`config.mk`:
```
export PLATFORM = sky130hd
export DESIGN_NAME = bin_to_bcd_converter
export DESIGN_NICKNAME = d
export VERILOG_FILES = /design/src/rtl/bcd_pkg.sv /design/src/rtl/dabble_nibble.sv /design/src/rtl/bin_to_bcd_converter.sv
export SDC_FILE = /design/constraint.sdc
export NUM_CORES = 1
export LEC_CHECK = 0
export CAP_MARGIN = 30
export CORE_ASPECT_RATIO = 1.2
export CORE_UTILIZATION = 55
export CTS_CLUSTER_SIZE = 20
export DETAILED_ROUTE_END_ITERATION = 16
export DONT_BUFFER_PORTS = 1
export PLACE_DENSITY = 0.7
export SYNTH_ARGS = -nofsm -noshare
export SYNTH_HDL_FRONTEND = slang
export SYNTH_SLANG_ARGS = --single-unit
```
`constraint.sdc`:
```
create_clock -name clk -period 1.8 [get_ports clk]
set_input_delay 0.36 -clock clk [delete_from_list [all_inputs] [get_ports clk]]
set_output_delay 0.36 -clock clk [all_outputs]
set_load 0.005 [all_outputs]
```
`src/rtl/bcd_pkg.sv`:
```
// Shared types and constants for the binary-to-BCD converter.
package bcd_pkg;
  typedef enum logic [1:0] {IDLE, SHIFT, DONE} conv_state_t;
  localparam int DIGIT_W = 4;
  localparam logic [3:0] BCD_BLANK = 4'b1111;
endpackage

```
`src/rtl/dabble_nibble.sv`:
```
// One BCD digit correction step: add 3 when the nibble is 5 or more.
module dabble_nibble (
  input  logic [3:0] i_nib,
  output logic [3:0] o_nib
);
  assign o_nib = (i_nib >= 4'd5) ? i_nib + 4'd3 : i_nib;
endmodule

```
`src/rtl/bin_to_bcd_converter.sv`:
```
// Sequential shift-and-add-3 binary-to-BCD converter with busy/done handshake.
// Define OVERFLOW_DETECT_EN to blank all digits and raise ovf on out-of-range input.
module bin_to_bcd_converter
  import bcd_pkg::*;
#(
  parameter int BIN_W  = 10,
  parameter int DIGITS = 3
) (
  input  logic                  clk,
  input  logic                  rst,
  input  logic                  start,
  input  logic [BIN_W-1:0]      bin,
  output logic                  busy,
  output logic                  done,
  output logic [4*DIGITS-1:0]   bcd,
  output logic                  ovf
);
  localparam int SW = DIGIT_W * (DIGITS + 1);
  localparam int CW = $clog2(BIN_W + 1);

  conv_state_t      r_state;
  conv_state_t      w_next;
  logic [BIN_W-1:0] r_shreg;
  logic [SW-1:0]    r_scr;
  logic [CW-1:0]    r_cnt;
  logic [4*DIGITS-1:0] r_bcd;
  logic             r_ovf;
  logic [SW-1:0]    w_adj;
  logic [SW-1:0]    w_scr_nxt;
  logic             w_accept;
  logic             w_last;

  for (genvar g = 0; g <= DIGITS; g++) begin : g_dab
    dabble_nibble u_dab (
      .i_nib (r_scr[g*DIGIT_W +: DIGIT_W]),
      .o_nib (w_adj[g*DIGIT_W +: DIGIT_W])
    );
  end

  assign w_scr_nxt = {w_adj[SW-2:0], r_shreg[BIN_W-1]};
  assign w_accept  = (r_state != SHIFT) && start;
  assign w_last    = (r_state == SHIFT) && (r_cnt == CW'(1));

  always_comb begin
    w_next = r_state;
    unique case (r_state)
      IDLE:    if (start) w_next = SHIFT;
      SHIFT:   if (w_last) w_next = DONE;
      DONE:    w_next = start ? SHIFT : IDLE;
      default: w_next = IDLE;
    endcase
  end

  always_ff @(posedge clk or posedge rst) begin
    if (rst) begin
      r_state <= IDLE;
      r_shreg <= '0;
      r_scr   <= '0;
      r_cnt   <= '0;
      r_bcd   <= '0;
      r_ovf   <= 1'b0;
    end else begin
      r_state <= w_next;
      if (w_accept) begin
        r_shreg <= bin;
        r_scr   <= '0;
        r_cnt   <= CW'(BIN_W);
      end else if (r_state == SHIFT) begin
        r_scr   <= w_scr_nxt;
        r_shreg <= {r_shreg[BIN_W-2:0], 1'b0};
        r_cnt   <= r_cnt - CW'(1);
      end
      if (w_last) begin
`ifdef OVERFLOW_DETECT_EN
        r_ovf <= (w_scr_nxt[SW-1 -: DIGIT_W] != '0);
        r_bcd <= (w_scr_nxt[SW-1 -: DIGIT_W] != '0)
               ? {DIGITS{BCD_BLANK}}
               : w_scr_nxt[4*DIGITS-1:0];
`else
        r_ovf <= 1'b0;
        r_bcd <= w_scr_nxt[4*DIGITS-1:0];
`endif
      end
    end
  end

  assign busy = (r_state == SHIFT);
  assign done = (r_state == DONE);
  assign bcd  = r_bcd;
  assign ovf  = r_ovf;
endmodule

```
==> impl_metrics.json <==
{
  "status": "finished with violations",
  "failed_checks": "design-rule violations",
  "io_buffers": 0,
  "fp.dieW_um": 58.02,
  "layout_min_cycle_time_ps": 1609,
  "cp_num_buf_inv": 1,
  "cts_htree_levels": 2,
  "r2r_slack_ps": 190,
  "worst_path_dominant_cell_family": "flip-flops",
  "grt.total_usage": 0.2020,
  "nNetsFinal": 213,
  "comb_power_share": 0.425,
  "cts_tree": "done",
  "place.gp.congestion": 0.7388,
  "route.vias.total": 1384,
  "fmax_mhz": 621.5,
  "internal_power_w": 0.002280,
  "wire_per_inst_um": 15.08,
  "rows": 24,
  "leakagePower_nw": 0.9890,
  "cts_hold_buf": 0,
  "final_util": 0.5931,
  "crit_arrival_ps": 1830,
  "n_fill_cell": 333,
  "ctsRootBufferMaster": "clkbuf_8",
  "core_mm2": 0.003603,
  "whs_ps": 83.63,
  "cts_sinks": 40,
  "power.switching_w": 0.001491,
  "synth_nets": 213,
  "grt_pass1_vias": 1383,
  "drv_cap": 0,
  "area_delta_synth_final_pct": 3.202,
  "ys_ff_latch": 40,
  "drc_errors": 2,
  "rsz0062_at_grt": "no",
  "critPathKind": "reg2reg",
  "ios": 28,
  "setup_viol": 0,
  "fin_cells": 232,
  "die_height_um": 69.22,
  "most-common-layout-cells": "dfrtp_1 (40), nand2_1 (25), o21ai_2 (17)",
  "dp_hpwl_um": 2481,
  "power_density_mw_per_mm2": 1765,
  "hold_class": "in2async",
  "ys_seq_area_frac": 0.4834,
  "via_per_inst": 5.966,
  "start_kind": "flop",
  "synth_cell_types": 31,
  "synthesis.area_mm2": 0.002071,
  "synth_area_per_cell_um2": 10.79,
  "postCtsSetupBuffers": 0,
  "pwr-share-clk": 0.159,
  "period_share": 0.8939,
  "drive_above_1_share": 0.2021,
  "cp-end-kind": "flop",
  "slowest_stage": "dfrtp_1",
  "clk_pin_slew_ps": 80,
  "worstPathRequired_ps": 2020,
  "setup_tns_ps": 0,
  "grt_pass1_wl_um": 6223,
  "post-place-cells": 224,
  "crit_chain": "inv_1 -> ha_1 -> nand2b_1 -> a21oi_2 -> mux2_4 -> o21ai_2",
  "skew_ps": 7.616,
  "drv_slew": 0,
  "numCtsBuffers": 5,
  "first_pass_iters": 10,
  "finalHoldViolCount": 0,
  "routed_wl_um": 3498,
  "drtAntennaViolNets": 0,
  "yosys_warnings": 0,
  "cpPeakStageDelay_ps": 400,
  "die_area_mm2": 0.004016,
  "num_antenna_cells": 0,
  "grt_max_degree": 41,
  "power_frac_seq": 0.416,
  "ir_worst_vdd_mv": 0.7834,
  "clkLatencyLatePin_ps": 280,
  "antenna_found_initial": 0,
  "layout_commonest_cell": "dfrtp_1",
  "swShare": 0.3954,
  "synthCells": 192,
  "clockBufferDepth": 2,
  "drt_iter0_drc": 81,
  "cts_resized": 0,
  "initial_core_util": 0.5747,
  "crit_fanout": 5,
  "grt.overflow.total": 0
}
-- metrics by stage --
| step | setup slack [ps] | total power [W] | cell area, um2 |
|---|---|---|---|
| after floorplan | 347.1 | 0.002982 | 2071 |
| after global placement | 274.0 | 0.003094 | 2047 |
| after detailed placement | 206.1 | 0.003203 | 2047 |
| after CTS | 184.4 | 0.003810 | 2137 |
| after global routing | 75.41 | 0.004091 | 2137 |
| final | 191.0 | 0.003771 | 2137 |
-- cell usage after synthesis, drive strengths merged --
| cell type | number | area [um2] |
|---|---|---|
| or3 | 1 | 6.260 |
| o22ai | 1 | 6.260 |
| buf | 11 | 115.1 |
| a21oi | 10 | 61.31 |
| o21ai | 35 | 239.0 |
| xnor2 | 3 | 26.28 |
| ha | 8 | 100.1 |
| conb | 1 | 3.750 |
| inv | 12 | 47.55 |
| nand2 | 26 | 105.1 |
| a32o | 3 | 30.03 |
| nor2b | 1 | 6.260 |
| dfrtp | 40 | 1001 |
| mux2 | 4 | 60.06 |
| mux2i | 10 | 100.1 |
| nor2 | 4 | 17.52 |
| nor3b | 6 | 50.05 |
| nand3 | 8 | 40.04 |
| o31ai | 4 | 30.03 |
| nand2b | 4 | 25.02 |
-- power by group through the flow --
stage | Sequential (W) | Clock [W] | Combinational (W)
2_1_floorplan | 0.00151 | 0 | 0.00148
3_3_place_gp | 0.00156 | 0 | 0.00153
5_1_grt | 0.00162 | 0.000654 | 0.00182
4_1_cts | 0.00157 | 0.000617 | 0.00162
3_5_place_dp | 0.00158 | 0 | 0.00162
6_report | 0.00157 | 0.000600 | 0.00160
-- state kept, by name, summed over array words and instances, names as in the netlist --
| register | count |
|---|---|
| r_cnt | 4 |
| bcd | 12 |
| r_scr | 12 |
| r_state | 2 |
| r_shreg | 10 |
-- logic make-up (layout without fill, tap and decap cells) --
kind of cell | after synthesis | after routing | share of synthesized area
DFF | 40 | 40 | 0.4834
adders and majority gates | 8 | 8 | 0.04834
muxes | 14 | 14 | 0.07734
and+or+nand+nor | 50 | 50 | 0.1209
buffers and inverters | 23 | 24 | 0.07855
xor gates and xnor gates | 3 | 3 | 0.01269
AOI/OAI and AO/OA | 53 | 53 | 0.1770
other | 1 | 1 | 0.001811
-- final timing paths --
| check | depth (start not counted) | endpoint | from |
|---|---|---|---|
| min in group clk | 1 | r_scr[0]$_DFFE_PP0P_ | start |
| setup reg to reg | 6 | r_scr[2]$_DFFE_PP0P_ | r_scr[0]$_DFFE_PP0P_ |
| hold / removal | 2 | r_shreg[4]$_DFFE_PP0P_ | rst |
| hold reg to reg | 1 | r_cnt[3]$_DFFE_PP0P_ | r_cnt[3]$_DFFE_PP0P_ |
| setup / recovery | 6 | r_scr[2]$_DFFE_PP0P_ | r_scr[0]$_DFFE_PP0P_ |
| max in group asynchronous | 2 | r_scr[8]$_DFFE_PP0P_ | rst |
-- per-layer routing --
metal,part of all wire,vias up,track usage
met5,0,-,0
met3,0.036,4,0.05597
li1,-,668,-
met4,0.013,0,0.06349
met1,0.43,681,0.2535
met2,0.52,31,0.3346
-- worst register-to-register path, stage by stage (launching register included) --
cell	delay, ps
dfrtp_1	400
inv_1	130
ha_1	250
nand2b_1	110
a21oi_2	230
mux2_4	340
o21ai_2	100
-- layout make-up --
cell class | instances | area (um2) | share of cell area
Tap cell | 39 | 48.80 | 0.02283
Sequential cell | 40 | 1001 | 0.4684
Timing Repair Buffer | 4 | 42.54 | 0.01991
Inverter | 12 | 47.55 | 0.02225
Multi-Input combinational cell | 129 | 907.1 | 0.4245
Clock buffer | 8 | 90.09 | 0.04215
(Power assumes the default switching activity.)
